## config.mk

```make
export PLATFORM = sky130hd
export DESIGN_NAME = decode_scoreboard
export DESIGN_NICKNAME = d
export VERILOG_FILES = /design/src/rtl/decode_scoreboard.sv
export SDC_FILE = /design/constraint.sdc
export NUM_CORES = 1
export LEC_CHECK = 0
export CAP_MARGIN = 20
export CORE_ASPECT_RATIO = 1.25
export CORE_MARGIN = 2
export CORE_UTILIZATION = 44
export DETAILED_ROUTE_END_ITERATION = 12
export MAX_ROUTING_LAYER = met4
export PLACE_DENSITY = 0.67
export REMOVE_ABC_BUFFERS = 1
export SYNTH_ARGS = -nofsm -noshare
export SYNTH_HDL_FRONTEND = slang
export SYNTH_SLANG_ARGS = --single-unit
export TNS_END_PERCENT = 100
```

## constraint.sdc

```tcl
create_clock -name clk -period 4.1 [get_ports clk]
set_input_delay 0.615 -clock clk [delete_from_list [all_inputs] [get_ports clk]]
set_output_delay 0.615 -clock clk [all_outputs]
set_load 0.005 [all_outputs]
```

## src/rtl/decode_scoreboard.sv

```systemverilog
// decode_scoreboard: dual-issue decode hazard scoreboard with INT/FP busy tables and MDU occupancy
module decode_scoreboard (
  input  logic        clk,
  input  logic        rst,
  input  logic        inst0_valid_pre_i,
  input  logic        inst0_rs1_valid_i,
  input  logic [4:0]  inst0_rs1_i,
  input  logic        inst0_rs1_fp_i,
  input  logic        inst0_rs2_valid_i,
  input  logic [4:0]  inst0_rs2_i,
  input  logic        inst0_rs2_fp_i,
  input  logic        inst0_rs3_valid_i,
  input  logic [4:0]  inst0_rs3_i,
  input  logic        inst0_rs3_fp_i,
  input  logic [1:0]  inst0_rd_type_i,
  input  logic [4:0]  inst0_rd_i,
  input  logic [5:0]  inst0_exe_unit_i,
  input  logic        inst1_valid_pre_i,
  input  logic        inst1_rs1_valid_i,
  input  logic [4:0]  inst1_rs1_i,
  input  logic        inst1_rs1_fp_i,
  input  logic        inst1_rs2_valid_i,
  input  logic [4:0]  inst1_rs2_i,
  input  logic        inst1_rs2_fp_i,
  input  logic        inst1_rs3_valid_i,
  input  logic [4:0]  inst1_rs3_i,
  input  logic        inst1_rs3_fp_i,
  input  logic [1:0]  inst1_rd_type_i,
  input  logic [4:0]  inst1_rd_i,
  input  logic [5:0]  inst1_exe_unit_i,
  input  logic        wb0_valid_i,
  input  logic [1:0]  wb0_rd_type_i,
  input  logic [4:0]  wb0_rd_i,
  input  logic        wb1_valid_i,
  input  logic [1:0]  wb1_rd_type_i,
  input  logic [4:0]  wb1_rd_i,
  input  logic        mdu_done_i,
  input  logic        flush_i,
  output logic        stall_decoder_inst0_o,
  output logic        stall_decoder_inst1_o,
  output logic        flush_decoder_inst0_o,
  output logic        flush_decoder_inst1_o,
  output logic [31:0] stall_cycles_o
);
  typedef enum logic {IDLE, BUSY} mdu_state_t;
  mdu_state_t r_mdu, w_mdu_nxt;
  logic [31:0] r_int_busy, r_fp_busy, r_stall_cycles;
  logic [31:0] w_set_int, w_set_fp, w_clr_int, w_clr_fp;
  logic [1:0] w_v, w_wint, w_wfp, w_own, w_iss, w_wbv;
  logic [1:0][2:0] w_rsv, w_rsfp, w_src;
  logic [1:0][2:0][4:0] w_rs;
  logic [1:0][1:0] w_rdt, w_wbt;
  logic [1:0][4:0] w_rd, w_wbrd;
  logic [1:0][5:0] w_exe;
  logic [2:0] w_raw;
  logic w_gate, w_pair, w_stall0, w_stall1, w_mdu_iss;

  assign w_v    = {inst1_valid_pre_i, inst0_valid_pre_i};
  assign w_rsv  = {inst1_rs3_valid_i, inst1_rs2_valid_i, inst1_rs1_valid_i,
                   inst0_rs3_valid_i, inst0_rs2_valid_i, inst0_rs1_valid_i};
  assign w_rs   = {inst1_rs3_i, inst1_rs2_i, inst1_rs1_i, inst0_rs3_i, inst0_rs2_i, inst0_rs1_i};
  assign w_rsfp = {inst1_rs3_fp_i, inst1_rs2_fp_i, inst1_rs1_fp_i,
                   inst0_rs3_fp_i, inst0_rs2_fp_i, inst0_rs1_fp_i};
  assign w_rdt  = {inst1_rd_type_i, inst0_rd_type_i};
  assign w_rd   = {inst1_rd_i, inst0_rd_i};
  assign w_exe  = {inst1_exe_unit_i, inst0_exe_unit_i};
  assign w_wbv  = {wb1_valid_i, wb0_valid_i};
  assign w_wbt  = {wb1_rd_type_i, wb0_rd_type_i};
  assign w_wbrd = {wb1_rd_i, wb0_rd_i};

  for (genvar n = 0; n < 2; n++) begin : g_slot
    assign w_wint[n] = w_rdt[n] == 2'b01 && w_rd[n] != 5'd0;
    assign w_wfp[n]  = w_rdt[n] == 2'b10;
    for (genvar k = 0; k < 3; k++) begin : g_src
      assign w_src[n][k] = w_rsv[n][k] && (w_rsfp[n][k] ? r_fp_busy[w_rs[n][k]]
                                                          : r_int_busy[w_rs[n][k]] && w_rs[n][k] != 5'd0);
    end
    assign w_own[n] = |w_src[n] || (w_wint[n] && r_int_busy[w_rd[n]]) || (w_wfp[n] && r_fp_busy[w_rd[n]]) ||
                      (w_exe[n][3] && r_mdu == BUSY) || (w_exe[n][5] && |{r_int_busy, r_fp_busy});
  end

  for (genvar k = 0; k < 3; k++) begin : g_raw
    assign w_raw[k] = w_rsv[1][k] && w_rs[1][k] == w_rd[0] && (w_rsfp[1][k] ? w_wfp[0] : w_wint[0]);
  end

  assign w_gate   = !rst && !flush_i;
  assign w_pair   = w_rd[0] == w_rd[1] && ((w_wint[0] && w_wint[1]) || (w_wfp[0] && w_wfp[1]));
  assign w_stall0 = w_gate && w_v[0] && w_own[0];
  assign w_stall1 = w_gate && w_v[1] && (w_stall0 || w_own[1] ||
                    (w_v[0] && (|w_raw || w_pair || |(w_exe[0] & w_exe[1] & 6'b111110) || w_exe[0][5])));
  assign w_iss     = {w_gate && w_v[1] && !w_stall1, w_gate && w_v[0] && !w_stall0};
  assign w_mdu_iss = |(w_iss & {w_exe[1][3], w_exe[0][3]});

  always_comb begin
    w_set_int = '0;
    w_set_fp  = '0;
    w_clr_int = '0;
    w_clr_fp  = '0;
    for (int i = 0; i < 2; i++) begin
      if (w_iss[i] && w_wint[i]) w_set_int[w_rd[i]] = 1'b1;
      if (w_iss[i] && w_wfp[i]) w_set_fp[w_rd[i]] = 1'b1;
      if (w_wbv[i] && w_wbt[i] == 2'b01) w_clr_int[w_wbrd[i]] = 1'b1;
      if (w_wbv[i] && w_wbt[i] == 2'b10) w_clr_fp[w_wbrd[i]] = 1'b1;
    end
  end

  always_comb begin
    w_mdu_nxt = r_mdu;
    if (flush_i) w_mdu_nxt = IDLE;
    else if (r_mdu == BUSY) w_mdu_nxt = mdu_done_i ? IDLE : BUSY;
    else w_mdu_nxt = w_mdu_iss ? BUSY : IDLE;
  end

  always_ff @(posedge clk) begin
    if (rst) begin
      r_mdu          <= IDLE;
      r_int_busy     <= '0;
      r_fp_busy      <= '0;
      r_stall_cycles <= '0;
    end else begin
      r_mdu      <= w_mdu_nxt;
      r_int_busy <= flush_i ? '0 : (r_int_busy & ~w_clr_int) | w_set_int;
      r_fp_busy  <= flush_i ? '0 : (r_fp_busy & ~w_clr_fp) | w_set_fp;
      if (w_stall0 && r_stall_cycles != 32'hFFFF_FFFF) r_stall_cycles <= r_stall_cycles + 32'd1;
    end
  end

  assign stall_decoder_inst0_o = w_stall0;
  assign stall_decoder_inst1_o = w_stall1;
  assign flush_decoder_inst0_o = flush_i;
  assign flush_decoder_inst1_o = flush_i;
  assign stall_cycles_o        = r_stall_cycles;
endmodule

```

# After elaboration in Yosys (flattened, before gate mapping)
# Index checks and enable logic that the tools add are counted.
# totals
ff_bits	97
output_inout_bits	36
wordCells	189
# op_classes
n_addsub	1
order_cmp	14
eq_ne	13
mux	60
n_bitwise	12
n_reduce_logical	85
# op_table
op	n
two-way mux 32 bit	8
OR 32 bit	6
binary-select mux 1 bit (select 5 bit)	16
bitwise AND 32 bit	2
inverter 32 bit	2
OR reduction 64 bit	1
less-than comparator 5 x 6 -> 1 bit (second input constant)	10
logical AND 1 bit	52
nonzero test 5 bit	8
adder 32 x 1 -> 32 bit (second input constant)	1
two-way mux 1 bit	32
inequality test 32 bit (second input constant)	1
demux 1 bit (select 5 bit)	4
== test 5 bit	4
>= comparator 5 x 1 -> 1 bit (second input constant)	4
logical OR 1 bit	14
OR reduction 3 bit	3
== test 2 x 1 -> 1 bit (second input constant)	4
== test 2 bit (second input constant)	4
bitwise AND 6 bit	1
OR reduction 5 bit	1
zero test 1 bit	4
OR reduction 2 bit	2
bitwise AND 2 bit	1

# Longest topological paths before layout
# Gate-level depths: netlist (run 1).
# logic_depth
ltp_word	20
mapped_depth	14
ltp_nobuf	10

# Worst setup path after synthesis (run 1)
# Ideal clock, no wire load.
# synth_path
path_kind	input-to-output
start	input port inst1_rs3_i[1]
end	output port stall_decoder_inst1_o
arrival_ns	3.575
path_slack_ns	-0.090
cell_stages	11
cell_sequence	clkbuf_1 clkbuf_1 buf_1 mux2_2 a2111o_1 nand4_1 nand4_1 or4_4 buf_6 buf_2 and3_1
# synth_via
elab_chain_cells	13
# synth_lines
element	line_no	source
from (decl)	26	input logic [4:0] inst1_rs3_i,
binary-select mux 1 bit (select 5 bit)	76	: r_int_busy[w_rs[n][k]] && w_rs[n][k] != 5'd0);
two-way mux 1 bit (not written as such)	76	
logical AND 1 bit	76	
two-way mux 1 bit	75	assign w_src[n][k] = w_rsv[n][k] && (w_rsfp[n][k] ? r_fp_busy[w_rs[n][k]]
logical AND 1 bit	75	
OR reduction 3 bit	78	assign w_own[n] = |w_src[n] || (w_wint[n] && r_int_busy[w_rd[n]]) || (w_wfp[n] && r_fp_busy[w_rd[n]]) ||
logical OR 1 bit (3 in series)	78	
logical OR 1 bit	79	(w_exe[n][3] && r_mdu == BUSY) || (w_exe[n][5] && |{r_int_busy, r_fp_busy});
logical OR 1 bit	89	assign w_stall1 = w_gate && w_v[1] && (w_stall0 || w_own[1] ||
logical OR 1 bit *	89	
logical AND 1 bit *	89	
to (decl)	40	output logic stall_decoder_inst1_o,
# Mark *: on every way between the ends. The rest lies on a longest branch, timed or not. The select of a mux whose other input is x is not followed.

# Final worst setup path (run 1)
# layout_path
start	register r_int_busy[12]
end	output port stall_decoder_inst1_o
# layout_via
elab_chain_cells	14
# layout_lines
element	line_no	source
from (decl)	47	logic [31:0] r_int_busy, r_fp_busy, r_stall_cycles;
from (signal assigned)	122	r_int_busy <= flush_i ? '0 : (r_int_busy & ~w_clr_int) | w_set_int;
binary-select mux 1 bit (select 5 bit)	76	
two-way mux 1 bit (not written as such)	76	
logical AND 1 bit	76	
two-way mux 1 bit	75	
logical AND 1 bit	75	
OR reduction 3 bit	78	
logical OR 1 bit (3 in series)	78	
logical OR 1 bit	79	
logical AND 1 bit	88	assign w_stall0 = w_gate && w_v[0] && w_own[0];
logical OR 1 bit * (2 in series)	89	
logical AND 1 bit *	89	
# Marks and branches as above.

==> flow_metrics.py, run 1 <==
metrics = {
    "run_status": {
        "outcome": "finished, violations left",
        "violations": "negative setup slack",
    },
    "synthesis": {
        "syn_inst": 1285,
        "synthesis.area_mm2": 0.0110,
        "synth-main-ff-cell": "dfxtp_1",
        "synthTopCellsByArea": "mux4_2 (18%), dfxtp_1 (18%), mux2i_1 (7.3%)",
        "synth-seq-cells": 97,
        "yosysSeqAreaShare": 0.176,
        "ys_warn_count": 0,
        "yosysTopAreaCell": "mux4_2",
        "synthArstFlopShare": 0,
        "synth_edf_count": 0,
        "synth.avg_cell_area_um2": 8.59,
        "yosysTopAreaCellShare": 0.184,
        "ys_types": 68,
    },
    "routing": {
        "vias": 13102,
        "routedWlPerCell_um": 28.6,
        "drtIter0Drc": 1914,
        "ant_nets": 0,
        "dr.pass1.iters": 7,
        "drc": 0,
        "routed_wl_um": 52800,
        "viasPerCell": 7.09,
    },
    "placed_design": {
        "gp_congestion": 1.03,
        "dp_hpwl_um": 38500,
        "dp_slack_ns": -0.694,
        "place_area_mm2": 0.0139,
        "io_buffer_count": 123,
        "dp.cells": 1805,
    },
    "layout": {
        "area_growth_pct": 32.2,
        "nFillCells": 2244,
        "multiInputGateArea_mm2": 0.00842,
        "utilization": 0.594,
        "final_nets": 1602,
        "fin_cells": 1848,
        "ff_latch_area_mm2": 0.00195,
        "drive_gt1_frac": 0.307,
        "final_area_mm2": 0.0146,
    },
    "min_path": {
        "hold_class": "flip-flop to flip-flop",
    },
    "clock_tree": {
        "cts_hold_buf": 0,
        "cts_tree": "done",
        "clk_pin_slew_ns": 0.08,
        "cts_buffer_depth": 2,
        "numCtsBuffers": 9,
        "cts_max_level": 3,
        "cts_root_buffer": "clkbuf_16",
        "clock_latency_ns": 0.37,
        "clock_sinks": 97,
    },
    "global_routing": {
        "grt_pass1_wl_um": 78000,
        "grt_util_all_layers": 0.399,
        "grt-ovfl-total": 0,
        "grt_pass1_vias": 12398,
        "grt_max_degree": 65,
        "antenna_found_initial": 1,
    },
    "floorplan": {
        "fp.dieH_um": 181,
        "initial_core_util": 0.449,
        "row_count": 64,
        "ios": 126,
        "die_w_um": 146,
        "coreArea_mm2": 0.0246,
        "die-area_mm2": 0.0264,
    },
    "sta": {
        "rsz0062_at_grt": "no",
        "post-route-period-util": 1.00,
        "tightest_slew_ns": 0.937,
        "finalSetupViolCount": 1,
        "max_freq_ghz": 0.243,
        "tns_ns": -0.0146,
        "fin_worst_skew_ns": 0.0119,
        "finalHoldWorstSlack_ns": 0.497,
        "min_period_ns": 4.11,
        "hold_viol": 0,
        "fin_ws_ns": -0.0146,
        "relSlewSlack": 0.373,
        "final-max-slew-violation-count": 0,
    },
    "pwr": {
        "power.density_mw_per_mm2": 174,
        "p_leak_nw": 5.49,
        "p_total_mw": 2.54,
        "peakVddDrop_uv": 199,
    },
    "critical_path": {
        "worstPathRequired_ns": 3.48,
        "path_delay_family": "simple AND/OR/NAND/NOR gates",
        "r2r-end": "r_int_busy[28]",
        "rrSetupSlack_ns": 0.19,
        "worst_ep_arrival_time_ns": 3.50,
        "path_max_fanout": 7,
        "crit_type": "flip-flop to primary output",
        "start_kind": "flip-flop",
        "crit_path_start": "r_int_busy[12]",
        "critPathMaxStageDelay_ns": 0.52,
        "cp_num_cells": 10,
        "reg2reg_depth": 11,
        "crit_chain": "mux4_2 -> mux4_2 -> a32oi_1 -> and4bb_1 -> nand4_4 -> nand2_4 -> inv_2 -> or4_4 -> and3_4 -> buf_2",
        "slowest_stage": "mux4_2",
        "timing.rr.start": "r_int_busy[12]",
        "path_buf_inv": 2,
        "end_kind": "primary output",
        "crit_end": "stall_decoder_inst1_o",
        "path_common_cell": "mux4_2",
    },
    "job": {
        "cap_viol_max_count": 0,
    },
}
-- Yosys cell counts (all sizes together) (9+ instances only) --
library cell  number
a21oi             78
xor2              24
o41ai             49
nand3b            25
nand4             30
and3              13
nand2            135
o21ai             32
nor3b             10
mux2              19
mux4              90
o22ai             12
nor2              72
mux2i             81
clkbuf           113
xnor2             11
nand3             38
inv               17
nand2b            16
dfxtp             97
or3               10
a221oi            64
nor3              29
nor4              34
buf               56
nor2b             18
o221ai             9
-- layout by cell type, fill, tap and decap left out, drive strengths merged, types with 8 or more instances in the layout --
| cell | count |
|---|---|
| a21oi | 78 |
| a221oi | 64 |
| and3 | 13 |
| buf | 262 |
| clkbuf | 16 |
| clkdlybuf4s50 | 100 |
| dfxtp | 97 |
| inv | 20 |
| mux2 | 19 |
| mux2i | 81 |
| mux4 | 90 |
| nand2 | 135 |
| nand2b | 16 |
| nand3 | 38 |
| nand3b | 25 |
| nand4 | 30 |
| nor2 | 72 |
| nor2b | 18 |
| nor3 | 29 |
| nor3b | 10 |
| nor4 | 34 |
| o211ai | 8 |
| o21ai | 32 |
| o221ai | 9 |
| o22ai | 12 |
| o31ai | 8 |
| o41ai | 49 |
| or3 | 10 |
| or4 | 8 |
| xnor2 | 11 |
| xor2 | 24 |
-- logic make-up after synthesis --
group | count (synthesis) | share of synthesized area
xor+xnor | 35 | 0.0278
buf+inv | 186 | 0.0721
compound gates | 312 | 0.227
flops | 97 | 0.176
simple gates | 464 | 0.220
fa+ha+maj | 1 | 0.00113
mux | 190 | 0.276
-- flip-flops by register name (all words and copies together), names as in the netlist --
signal          flops
r_fp_busy          32
r_mdu               1
r_int_busy         32
stall_cycles_o     32
-- how the worst min path moves through the flow --
stage	start	end	slack, ns	cells after the start
2_1_floorplan	r_int_busy[0]	r_int_busy[0]	0.45	2
5_1_grt	stall_cycles_o[6]	stall_cycles_o[6]	0.52	2
6_report	stall_cycles_o[31]	stall_cycles_o[31]	0.50	1
3_3_place_gp	stall_cycles_o[26]	stall_cycles_o[26]	0.48	2
4_1_cts	stall_cycles_o[31]	stall_cycles_o[31]	0.50	1
3_5_place_dp	stall_cycles_o[31]	stall_cycles_o[31]	0.48	1
-- power by group --
group,switching [mW],internal [mW]
Clock,0.453,0.425
Combinational,0.392,0.327
Sequential,0.00232,0.942
-- layout make-up --
| class | count | share of cell area |
|---|---|---|
| tap | 330 | 0.0283 |
| clock inverter | 7 | 0.00420 |
| sequential | 97 | 0.133 |
| antenna | 2 | 0.000343 |
| multi-input combinational | 1002 | 0.577 |
| timing repair buffer | 384 | 0.237 |
| inverter | 17 | 0.00437 |
| clock buffer | 9 | 0.0154 |
-- metal layers --
layer,global-route usage,share of wire
met5,-,0
met4,0.237,0.083
met3,0.0823,0.12
met2,0.613,0.44
met1,0.484,0.36
-- what timing repair did --
item,CTS,global route
pin swaps,18,14
endpoints found under the setup margin,20,46
gates cloned,6,1
resized for setup,47,37
setup buffers,10,6
Note: power is estimated with default switching activity, not from simulation.
==> inputs of run 2 (changes only) <==
Settings changed: SKIP_LAST_GASP from default to 1.
==> results of run 2 <==
Final layout, timing and power as in run 1 (identical DEF).
==> inputs of run 3 (changes only) <==
Settings changed: CORE_MARGIN 2 to 8.
==> flow_metrics.py, run 3 (synthesis gave the netlist of run 1 again) <==
metrics = {
    "floorplan": {
        "die-area_mm2": 0.0305,
        "fp.dieH_um": 193,
        "ios": 126,
        "coreArea_mm2": 0.0250,
        "die_w_um": 158,
        "row_count": 65,
        "initial_core_util": 0.442,
    },
    "sta": {
        "max_freq_ghz": 0.245,
        "min_period_ns": 4.08,
        "fin_worst_skew_ns": 0.0150,
        "fin_ws_ns": 0.0173,
        "relSlewSlack": 0.359,
        "finalSetupViolCount": 0,
        "tightest_slew_ns": 0.960,
        "final-max-slew-violation-count": 0,
        "tns_ns": 0,
        "post-route-period-util": 0.996,
        "hold_viol": 0,
    },
    "routing": {
        "drc": 0,
        "viasPerCell": 7.15,
        "drtIter0Drc": 1771,
        "dr.pass1.iters": 7,
        "ant_nets": 0,
        "routedWlPerCell_um": 29.9,
        "vias": 13363,
        "routed_wl_um": 55900,
    },
    "clock_tree": {
        "cts_max_level": 3,
        "cts_root_buffer": "clkbuf_16",
        "clock_latency_ns": 0.37,
        "cts_buffer_depth": 2,
        "numCtsBuffers": 9,
        "clk_pin_slew_ns": 0.08,
        "clock_sinks": 97,
        "cts_tree": "done",
    },
    "pwr": {
        "power.density_mw_per_mm2": 176,
        "p_total_mw": 2.60,
        "p_leak_nw": 5.59,
        "peakVddDrop_uv": 245,
    },
    "layout": {
        "most-common-layout-cells": "buf_4 (245), nand2_1 (133), clkdlybuf4s50_1 (100)",
        "layout_commonest_cell": "buf_4",
        "area_growth_pct": 33.6,
        "final_nets": 1620,
        "utilization": 0.591,
        "drive_gt1_frac": 0.314,
        "fin_cells": 1870,
        "nFillCells": 2275,
    },
    "global_routing": {
        "grt_pass1_vias": 12890,
        "antenna_found_initial": 1,
        "grt-ovfl-total": 0,
        "grt_util_all_layers": 0.373,
        "grt_pass1_wl_um": 82000,
        "grt_max_degree": 73,
    },
    "placed_design": {
        "io_buffer_count": 123,
        "dp_hpwl_um": 41000,
        "dp_slack_ns": -0.913,
        "gp_congestion": 1.04,
        "dp.cells": 1829,
    },
    "critical_path": {
        "crit_type": "flip-flop to primary output",
        "slowest_stage": "mux4_2",
        "start_kind": "flip-flop",
        "worst_ep_arrival_time_ns": 3.47,
        "crit_chain": "mux4_2 -> mux4_2 -> a32oi_1 -> and4bb_1 -> nand4_4 -> nand2_4 -> inv_2 -> or4_4 -> and3_4 -> buf_6",
        "path_common_cell": "mux4_2",
        "worstPathRequired_ns": 3.48,
        "path_max_fanout": 7,
        "path_buf_inv": 2,
        "end_kind": "primary output",
        "critPathMaxStageDelay_ns": 0.54,
        "path_delay_family": "simple AND/OR/NAND/NOR gates",
    },
    "run_status": {
        "outcome": "complete, no violations",
    },
    "job": {
        "cap_viol_max_count": 0,
    },
    "min_path": {
        "hold_class": "flip-flop to flip-flop",
    },
}
-- run 3: cell type report --
cell class / instances / area (µm²) / share of cell area
flip-flops and latches: 97 / 1950 / 0.132
multi-input cells: 1002 / 8440 / 0.572
clock buffers: 9 / 225 / 0.0153
diodes: 1 / 2.50 / 0.000170
well taps: 335 / 419 / 0.0284
inverters: 17 / 63.8 / 0.00432
clock inverters: 7 / 82.6 / 0.00560
repair buffers: 402 / 3570 / 0.242
-- run 3: power by group --
| group | internal (mW) | switching (mW) | total (mW) | leakage, nW |
|---|---|---|---|---|
| registers | 0.942 | 0.00230 | 0.945 | 0.783 |
| logic | 0.318 | 0.397 | 0.715 | 4.66 |
| clock network | 0.486 | 0.451 | 0.937 | 0.145 |
| total | 1.75 | 0.850 | 2.60 | 5.59 |
-- run 3: path summary, 6_finish.rpt --
check | startpoint | to | slack [ns] | cells past startpoint
min reg2reg | stall_cycles_o[31] | stall_cycles_o[31] | 0.50 | 1
min | stall_cycles_o[31] | stall_cycles_o[31] | 0.50 | 1
max reg2reg | r_int_busy[12] | r_int_busy[27] | 0.17 | 10
max | r_int_busy[12] | stall_decoder_inst1_o | 0.02 | 10
-- run 3: through the flow --
stage,cell area [µm²],hold slack [ns]
global placement,14100,0.477
floorplan,10300,0.446
CTS,14700,0.500
detailed placement,14100,0.492
finish,14800,0.499
global route,14800,0.534
-- run 3: worst reg2reg max path, stage by stage (launching register included) --
cell and delay, ns:
dfxtp_1 0.50, mux4_2 0.54, mux4_2 0.48, a32oi_1 0.17, and4bb_1 0.26, nand4_4 0.16, nand2_4 0.11, inv_2 0.04
or4_4 0.52, buf_4 0.42, o41ai_4 0.60
-- run 3: per-layer routing --
layer,wire (µm),share of wire,GRT usage
met3,7360,0.13,0.0883
met5,0,0,-
met4,4530,0.081,0.260
met1,19400,0.35,0.440
met2,24600,0.44,0.553
-- run 3: what timing repair did --
item	4_1_cts	5_1_grt
pin swaps	24	11
hold buffers	0	0
resized for setup	65	22
buffers inserted	16	5
cloned	3	0
setup endpoints to repair	65	6
